## config.mk

```make
export PLATFORM = sky130hd
export DESIGN_NAME = decode_issue
export DESIGN_NICKNAME = d
export VERILOG_FILES = /design/src/rtl/decode_issue.sv
export SDC_FILE = /design/constraint.sdc
export NUM_CORES = 2
export LEC_CHECK = 0
export CAP_MARGIN = 20
export CORE_AREA = 2 2 377 379
export DETAILED_ROUTE_END_ITERATION = 7
export DIE_AREA = 0 0 379 381
export SYNTH_ARGS = -nofsm -noshare
export SYNTH_HDL_FRONTEND = slang
export SYNTH_SLANG_ARGS = --single-unit
```

## constraint.sdc

```tcl
create_clock -name clk -period 4.3 [get_ports clk]
set_input_delay 0.43 -clock clk [delete_from_list [all_inputs] [get_ports clk]]
set_output_delay 0.43 -clock clk [all_outputs]
set_load 0.01 [all_outputs]
```

## src/rtl/decode_issue.sv

```systemverilog
// Decode/operand-fetch stage feeding the RV32IM ALU: decodes OP/OP-IMM, reads the
// register file and holds a one-entry issue register guarded by a RAW/WAW scoreboard.
module decode_issue #(
  parameter int XLEN      = 32,
  parameter bit WB_BYPASS = 1'b1
) (
  input  logic            clk,
  input  logic            rst,
  input  logic            in_valid,
  output logic            in_ready,
  input  logic [31:0]     in_instr,
  output logic            ex_valid,
  input  logic            ex_ready,
  output logic [2:0]      ex_funct3,
  output logic [6:0]      ex_funct7,
  output logic [XLEN-1:0] ex_op_a,
  output logic [XLEN-1:0] ex_op_b,
  output logic [4:0]      ex_rd,
  output logic            ex_illegal,
  input  logic            wb_en,
  input  logic [4:0]      wb_addr,
  input  logic [XLEN-1:0] wb_data
);
  localparam logic [6:0] OPC_OP  = 7'b0110011;
  localparam logic [6:0] OPC_IMM = 7'b0010011;

  typedef struct packed {
    logic [2:0]      funct3;
    logic [6:0]      funct7;
    logic [XLEN-1:0] op_a;
    logic [XLEN-1:0] op_b;
    logic [4:0]      rd;
    logic            illegal;
  } ex_pkt_t;

  logic [31:0][XLEN-1:0] rf_q, rf_d;
  logic [31:0]           pend_q, pend_d;
  logic                  ex_valid_q, ex_valid_d;
  ex_pkt_t               ex_q, ex_d, dec;

  logic [6:0]      opcode, f7;
  logic [4:0]      rd, rs1, rs2;
  logic [2:0]      f3;
  logic            is_op, is_imm, legal, hazard, accept;
  logic [XLEN-1:0] rs1_val, rs2_val;
  logic [31:0]     wb_clr, pend_eff;

  assign opcode = in_instr[6:0];
  assign rd     = in_instr[11:7];
  assign f3     = in_instr[14:12];
  assign rs1    = in_instr[19:15];
  assign rs2    = in_instr[24:20];
  assign f7     = in_instr[31:25];
  assign is_op  = (opcode == OPC_OP);
  assign is_imm = (opcode == OPC_IMM);

  always_comb begin
    legal = 1'b0;
    if (is_op) begin
      legal = (f7 == 7'h00) || (f7 == 7'h01) || ((f7 == 7'h20) && (f3 == 3'd0 || f3 == 3'd5));
    end else if (is_imm) begin
      case (f3)
        3'd1:    legal = (f7 == 7'h00);
        3'd5:    legal = (f7 == 7'h00) || (f7 == 7'h20);
        default: legal = 1'b1;
      endcase
    end
  end

  // A writeback landing this cycle both frees its scoreboard bit and supplies the operand.
  assign wb_clr   = wb_en ? (32'd1 << wb_addr) : 32'd0;
  assign pend_eff = WB_BYPASS ? (pend_q & ~wb_clr) : pend_q;
  assign rs1_val  = (rs1 == 5'd0) ? '0 :
                    (WB_BYPASS && wb_en && wb_addr == rs1) ? wb_data : rf_q[rs1];
  assign rs2_val  = (rs2 == 5'd0) ? '0 :
                    (WB_BYPASS && wb_en && wb_addr == rs2) ? wb_data : rf_q[rs2];

  assign hazard   = legal && ((rs1 != 5'd0 && pend_eff[rs1]) ||
                              (is_op && rs2 != 5'd0 && pend_eff[rs2]) ||
                              (rd != 5'd0 && pend_eff[rd]));
  assign in_ready = (!ex_valid_q || ex_ready) && !hazard && !rst;
  assign accept   = in_valid && in_ready;

  always_comb begin
    dec         = '0;
    dec.illegal = !legal;
    if (legal) begin
      dec.funct3 = f3;
      dec.rd     = rd;
      dec.op_a   = rs1_val;
      if (is_op) begin
        dec.funct7 = f7;
        dec.op_b   = rs2_val;
      end else begin
        case (f3)
          3'd1: dec.op_b = {{(XLEN-5){1'b0}}, in_instr[24:20]};
          3'd5: begin
            dec.op_b   = {{(XLEN-5){1'b0}}, in_instr[24:20]};
            dec.funct7 = f7;
          end
          default: dec.op_b = {{(XLEN-12){in_instr[31]}}, in_instr[31:20]};
        endcase
      end
    end
  end

  always_comb begin
    ex_valid_d = ex_valid_q;
    ex_d       = ex_q;
    if (accept) begin
      ex_valid_d = 1'b1;
      ex_d       = dec;
    end else if (ex_ready) begin
      ex_valid_d = 1'b0;
    end
    // Set after clear so a same-cycle reissue of rd keeps it pending.
    pend_d = pend_q & ~wb_clr;
    if (accept && legal && rd != 5'd0) pend_d[rd] = 1'b1;
    rf_d = rf_q;
    if (wb_en && wb_addr != 5'd0) rf_d[wb_addr] = wb_data;
  end

  always_ff @(posedge clk) begin
    if (rst) begin
      ex_valid_q <= 1'b0;
      ex_q       <= '0;
      pend_q     <= '0;
    end else begin
      ex_valid_q <= ex_valid_d;
      ex_q       <= ex_d;
      pend_q     <= pend_d;
    end
  end

  always_ff @(posedge clk) rf_q <= rf_d;

  assign ex_valid   = ex_valid_q;
  assign ex_funct3  = ex_q.funct3;
  assign ex_funct7  = ex_q.funct7;
  assign ex_op_a    = ex_q.op_a;
  assign ex_op_b    = ex_q.op_b;
  assign ex_rd      = ex_q.rd;
  assign ex_illegal = ex_q.illegal;
endmodule
```

* Word level (Yosys, flattened, before mapping)
Index checks and enable logic that the tools add are counted.
W data, S select, Z words.
** Storage, ports and cells
- Register bits after elaboration :: 1137
- Input port bits :: 74
- Output and inout port bits :: 82
- Word-level logic and storage cells :: 126
** Cells by class
- Magnitude comparators :: 6
- Equal/unequal tests :: 8
- Shifts and indexed selects :: 1
- Muxes and demuxes :: 31
- Bitwise operators :: 3
- Reduce and logical (&&, ||, !) cells :: 37
** Operators with widths (number)
- $bwmux W1024 :: 1
- $mux W32 :: 11
- $bmux W32 S5 :: 2
- $demux W32 S5 :: 1
- $mux W79 :: 1
- $and A32 B32 Y32 :: 1
- $not A32 Y32 :: 1
- $or A32 B32 Y32 :: 1
- $shl A1 B5 Y32 const A :: 1
- $lt A5 B6 Y1 const B :: 4
- $reduce_bool A5 Y1 :: 4
- $logic_and A1 B1 Y1 :: 16
- $bmux W1 S5 :: 3
- $eq A7 B6 Y1 const B :: 2
- $mux W7 :: 2
- $eq A5 B5 Y1 :: 2
- $ge A5 B1 Y1 const B :: 2
- $logic_not A5 Y1 :: 2
- $mux W1 :: 8
- $eq A7 B1 Y1 const B :: 1
- $eq A7 B5 Y1 const B :: 1
- $logic_not A7 Y1 :: 1
- $logic_or A1 B1 Y1 :: 7
- $demux W1 S5 :: 1
- other kinds (7) :: 10

* Logic depth before layout (Yosys ltp)
- Word-level depth :: 17
- Mapped depth :: 13
- Gate-level depth less buffers :: 8

* Least setup slack after synthesis
Ideal clock, no wire load.
- Kind :: input-to-output
- From :: input port wb_en
- To :: output port in_ready
- Data arrival time :: 3.780 ns
- Data required time :: 3.870 ns
- Slack :: 0.090 ns
- Stages :: 10
- Buffers on the path :: 2
- Cell sequence :: buf_2 nand4_1 nor2_1 a221o_1 o211ai_1 and4bb_1 a21oi_2 buf_2 a21oi_1 nor3_1
** Between the ends
- Cells in the longest elaborated chain, start to end :: 12
- Elaborated cells between the ends (all ways) :: 18
- Those cells by class :: 7 x mux; 2 x bitwise; 9 x reduce/logical
** RTL lines
- start: declaration :: RTL line 20 : input logic wb_en,
- $mux W32 * :: RTL line 71 : assign wb_clr = wb_en ? (32'd1 << wb_addr) : 32'd0;
- $not A32 Y32 * :: RTL line 72 : assign pend_eff = WB_BYPASS ? (pend_q & ~wb_clr) : pend_q;
- $and A32 B32 Y32 * :: RTL line 72
- $bmux W1 S5 (on tied branches) :: RTL line 78, 79
- $mux W1 (on tied branches) :: RTL line 78, 79
- $logic_and A1 B1 Y1 (on tied branches) :: RTL line 78, 79
- $logic_or A1 B1 Y1 :: RTL line 78 : assign hazard = legal && ((rs1 != 5'd0 && pend_eff[rs1]) ||
- $logic_or A1 B1 Y1 * :: RTL line 79 : (is_op && rs2 != 5'd0 && pend_eff[rs2]) ||
- $logic_and A1 B1 Y1 * :: RTL line 78
- $logic_not A1 Y1 * :: RTL line 81 : assign in_ready = (!ex_valid_q || ex_ready) && !hazard && !rst;
- $logic_and A1 B1 Y1 * (2 in series) :: RTL line 81
- end: declaration :: RTL line 10 : output logic in_ready,
Mark *: on every way between the ends. The rest lies on a longest branch, timed or not. The select of a mux whose other input is x is not followed.

* Worst setup path after layout
- From :: input port wb_addr[3]
- To :: output port in_ready
** Between the ends
- Cells in the longest elaborated chain, start to end :: 13
- Elaborated cells between the ends (all ways) :: 19
- Those cells by class :: 1 x shift; 7 x mux; 2 x bitwise; 9 x reduce/logical
** RTL lines
- start: declaration :: RTL line 21 : input logic [4:0] wb_addr,
- $shl A1 B5 Y32 * :: RTL line 71
- $mux W32 * :: RTL line 71
- $not A32 Y32 * :: RTL line 72
- $and A32 B32 Y32 * :: RTL line 72
- $bmux W1 S5 (on tied branches) :: RTL line 78, 79
- $mux W1 (on tied branches) :: RTL line 78, 79
- $logic_and A1 B1 Y1 (on tied branches) :: RTL line 78, 79
- $logic_or A1 B1 Y1 :: RTL line 78
- $logic_or A1 B1 Y1 * :: RTL line 79
- $logic_and A1 B1 Y1 * :: RTL line 78
- $logic_not A1 Y1 * :: RTL line 81
- $logic_and A1 B1 Y1 * (2 in series) :: RTL line 81
Marked as above.

==> metrics.csv <==
metric,value,unit
status,finished clean,
RSZ-0062 raised after global routing,false,
Combinational Power Share,0.088,
Syn Inst Count,2890,
Post-route DRC,0,
Slew @ Worst Pin,1.098,ns
Pwr Density,394.0,nW/um^2
DIE HEIGHT,381,um
Num CTS Buffers,119,
vias per cell,6.250,
wire length of the first global-routing pass,237800,um
post-synth top area cell,edfxtp_1,
Max IR drop VDD,375.2,uV
reg2reg path depth,10,
pin count of the biggest net entering global routing,120,
Cell Int Power,0.01884,W
Synth Register Bits,1137,
Max Cap Viol,0,
per-cell routed wire length,33.01,um
Clk network pwr share,0.414,
drt pass-1 iters,6,
clock-pin transition on the worst setup and hold timing paths,0.07,ns
Final Routed Wirelength,170200,um
Clock Skews,0.05806,ns
synth warn,0,
Core Area,140600,um^2
worst reg-to-reg setup slack,1.33,ns
gpl congestion,0.9604,
Tmin final,4.176,ns
routed via count,32220,
worst path required time,3.87,ns
Critical Path AT,3.75,ns
Worst-Skew Late Latency,0.76,ns
Core Rows,138,
type of origin of the critical path,input pin,
Starting Density,0.3779,
placed cell area,58480,um^2
fin area,62470,um^2
RR Endpoint,ex_op_a[7],
peak fanout along the critical path,8,
Post-DRT Antenna Nets,0,
synthesized area per cell,18.38,um^2
Ports,156,
Die ar.,144400,um^2
fillcell total,12240,
layout cells sized above 1,0.3305,
Switching Fraction,0.2348,
post-DP HPWL,102000,um
end point of the critical path,in_ready,
final worst-path cycle share,0.9713,
Chip Width,379,um
Worst Setup End Kind,output pin,
"count leader, synth",edfxtp_1,
antenna violations before repair,15,
CTS root buf,clkbuf_16,
FMAX,0.2394,GHz
Crit Path Class,in2out,
worst hold path type,in2reg,
GR Overflow Total,0,
synthesized cell area,53120,um^2
CTS tree,yes,
Max Slew Vio Count,0,
"Area growth, synth to finish",17.61,%
Post-CTS Setup Bufs,0,
DR iter-0 viols,4293,
GRT Resource Usage Total,0.2335,
worst r2r src,pend_q[22],
Post-Route Setup TNS,0,ns
Synth area leaders,"edfxtp_1, mux4_2, dfxtp_1",
Synth cell types,70,
"Seq/Total Area, Yosys",0.6215,
clock sink count,1137,
fin nets,3234,
ys async rst share,0,
vias in the first global route,31430,
CP Launch Point,wb_addr[3],
max_slew headroom,0.2664,
clock buffer depth,3,
P_sw,0.005779,W
endpoints failing setup,0,
Main synth FF type,edfxtp_1,
LEAKAGE,19.52,nW
H-Tree Depth,3,
"Hold Vio Cnt, Final",0,
I/O Buffers,155,
"EDFF count, synth",1024,
Post-synth top cells,"edfxtp_1, mux4_2, mux2i_1",
Synth top area share,0.5789,
Reg power frac,0.497,
## cells in the final DEF (no fill, tap or decap), drive strengths merged, types with 9 or more instances in the layout
cell	Yosys	final
a21oi	71	71
o21ai	124	124
nor2b	11	11
nand4	32	32
nor2	94	94
o211ai	13	13
mux2i	135	135
nand2b	30	30
clkbuf	123	158
edfxtp	1024	1024
inv	56	61
nand2	30	30
nor3	9	9
conb	1	32
o22ai	57	57
xor2	10	10
a211oi	13	13
mux4	533	533
mux2	35	35
a221oi	44	44
a22oi	46	46
dfxtp	113	113
nand3	17	17
buf	122	217
clkdlybuf4s50	0	145
clkinv	4	50
o32ai	56	56
## kinds of logic after synthesis
group / count (synthesis) / share of synthesized area
DFF: 1137 / 0.6215
muxes: 703 / 0.2588
AOI/OAI and AO/OA: 473 / 0.06730
buffers and inverters: 305 / 0.02445
and+or+nand+nor: 259 / 0.02591
xor gates and xnor gates: 12 / 0.001979
other: 1 / 0.00007060
## what timing repair did
item,in CTS,in global routing
hold buffers,0,0
gates resized for setup,0,4
endpoints found under the setup margin,0,1
## worst max-delay path, cell delays in order
cell	delay, ns
clkdlybuf4s50_1	0.65
buf_4	0.18
nand4_1	0.37
o21ai_1	0.43
mux4_2	0.33
o211ai_1	0.08
and4bb_1	0.24
a21oi_2	0.14
a21oi_1	0.14
nor3_1	0.19
clkdlybuf4s50_1	0.56
## metal layers
layer / vias to the layer above / GRT usage / wire length, um
met1: 17120 / 0.3404 / 70430
met5: - / 0 / 120
met4: 20 / 0.07327 / 5916
li1: 12900 / - / -
met3: 316 / 0.06027 / 18190
met2: 1862 / 0.3425 / 75530
## state kept, by name, summed over array words and instances (netlist names)
name / count
ex_op_b: 32
ex_illegal: 1
ex_rd: 5
rf_q: 1024
pend_q: 32
ex_funct7: 7
ex_funct3: 3
ex_valid: 1
ex_op_a: 32
## cell type report
| cell class | instances | area [um^2] | area share |
|---|---|---|---|
| tap | 1890 | 2365 | 0.03785 |
| timing repair buffer | 363 | 3739 | 0.05984 |
| antenna | 3 | 7.507 | 0.0001202 |
| multi-input combinational | 1479 | 19280 | 0.3085 |
| clock inverter | 66 | 618.1 | 0.009893 |
| clock buffer | 157 | 3233 | 0.05175 |
| sequential | 1137 | 33010 | 0.5284 |
| inverter | 60 | 225.2 | 0.003605 |
## worst min path at each step
stage	startpoint	endpoint	slack (ns)	depth (start not counted)
2_1_floorplan	pend_q[0]	pend_q[0]	0.44	2
3_3_place_gp	ex_funct3[1]	ex_funct3[1]	0.45	2
3_5_place_dp	ex_rd[3]	ex_rd[3]	0.46	2
4_1_cts	rst	pend_q[23]	0.16	2
5_1_grt	rst	pend_q[23]	0.22	2
6_report	rst	pend_q[23]	0.23	2
## power groups by stage
stage	logic (W)	registers [W]	clock network [W]
detailed placement	0.00215	0.0125	0
global placement	0.00215	0.0125	0
floorplan	0.00129	0.0125	0
finish	0.00218	0.0122	0.0102
CTS	0.00216	0.0122	0.0104
global route	0.00229	0.0122	0.0108
## stage by stage
stage | cells | util | worst slack (ns) | total power, W | hold WS [ns]
after floorplan | 2921 | - | 0.08958 | 0.01375 | 0.4418
after global placement | 4922 | 0.4159 | 0.1590 | 0.01462 | 0.4538
after detailed placement | 4923 | 0.4161 | 0.1203 | 0.01462 | 0.4570
after CTS | 5146 | 0.4435 | 0.1015 | 0.02476 | 0.1619
after global routing | 5153 | 0.4445 | 0.01579 | 0.02531 | 0.2194
final | 5155 | 0.4445 | 0.1236 | 0.02462 | 0.2263
Note: power is estimated with default switching activity, not from simulation.
==> RTL change: new RTL, config.mk and constraints unchanged <==
Make the reset (`rst`) asynchronous in one clocked block.
--- a/src/rtl/decode_issue.sv
+++ b/src/rtl/decode_issue.sv
@@ -121,5 +121,5 @@
   end
 
-  always_ff @(posedge clk) begin
+  always_ff @(posedge clk or posedge rst) begin
     if (rst) begin
       ex_valid_q <= 1'b0;
Function: not settled (the Yosys comparison gave no result); the edit may change what the design does.
==> RTL change against the unedited design <==
Cell count rose by 2.4%. Setup slack better by 0.25 ns. Critical path depth decreased by 3. Sequential share of layout area up 0.63 points. Area after synthesis up 0.96%. Sequential cell count unchanged. Non-clock buffer count decreased by 21. Wire length is 0.79% higher. Count of clock-buffer cells in the layout shrank 4. Total power rose by 0.78%. Utilization rose by 0.23 points. Design area is 0.52% higher. Critical path type is now flop to primary output. Largest power group unchanged.
==> RTL change: results (changes against the unedited design) <==
| Metric | Value |
|---|---|
| Status | `completed` |
| Buffering overhead | `0.0557 (-0.00418)` |
| Fraction of layout cells with a size suffix above 1 | `0.284 (-0.0466)` |
| Invs w/o clock | `14 (-77%)` |
| Met2 usage | `0.361 (+0.0182)` |
| Post-synth ARST share | `0.0994 (+0.0994)` |
| Final net count | `3,359 (+3.9%)` |
| Hold slack | `0.181 ns (-0.0451 ns)` |
| Xor and xnor area share after synthesis | `0.00245 (+0.000471)` |
| Multi-input gate count | `1,670 (+13%)` |
| Leak pwr | `20.5 nW (+4.9%)` |
| Worst min-delay path class | `input port to async pin` |
| Iteration count of the initial detailed-routing pass | `5 (-1)` |
| Maximum VDD drop | `0.000352 V (-6.2%)` |
| Initial antenna violation count | `2 (-13)` |
| Fillcell total | `12,117 (-0.96%)` |
| Critical Path Source | `pend_q[27]$_DFF_PP0_` |
| FF-to-FF setup slack | `1.04 ns (-0.29 ns)` |
| Met3 Track Usage GR | `0.0489 (-0.0114)` |
| Clkbuf count | `153 (-2.5%)` |
| Metal2 WL | `79,000 µm (+4.6%)` |
| First-pass GRT wire length | `245,000 µm (+3.1%)` |
| Seq cells | `1,137 (unchanged)` |
| Mux contribution to synthesized area | `0.241 (-0.0183)` |
| Starting DRT DRC Count | `4,070 (-5.2%)` |
| Max Clock Skew | `0.0335 ns (-0.0245 ns)` |
| Synth area leaders | `edfxtp_1 57%, mux4_2 21%, dfrtp_1 5.3%` |
| Slew @ Worst Pin | `1.18 ns (+0.0823 ns)` |
[RTL change: cell count changes in the layout (fill, tap and decap cells not counted), moves of 32 or more]
| cell | change |
|---|---|
| o22ai_1 | -51 |
| dfrtp_1 | +113 |
| o32ai_2 | -51 |
| o21ai_0 | +68 |
| dfxtp_1 | -113 |
| a22o_1 | +104 |
| a221oi_1 | -37 |
| o2bb2ai_1 | +32 |
| inv_1 | -43 |
| nand2_1 | +118 |
[RTL change: where the power goes]
| group | switching [mW] | leakage [nW] | internal (mW) | total [mW] |
|---|---|---|---|---|
| registers | 0.0650 | 10.8 | 12.2 | 12.3 |
| logic | 1.27 | 7.74 | 0.925 | 2.19 |
| clock network | 4.48 | 1.92 | 5.87 | 10.4 |
[RTL change: critical path, stage by stage, from the launching register on]
cell	delay [ns]
dfrtp_1	0.41
mux2i_1	0.31
nor4_1	0.08
a2111oi_0	0.45
o221ai_1	0.22
o2111a_1	0.26
nor3_2	0.27
o21a_1	0.16
clkdlybuf4s50_1	0.56
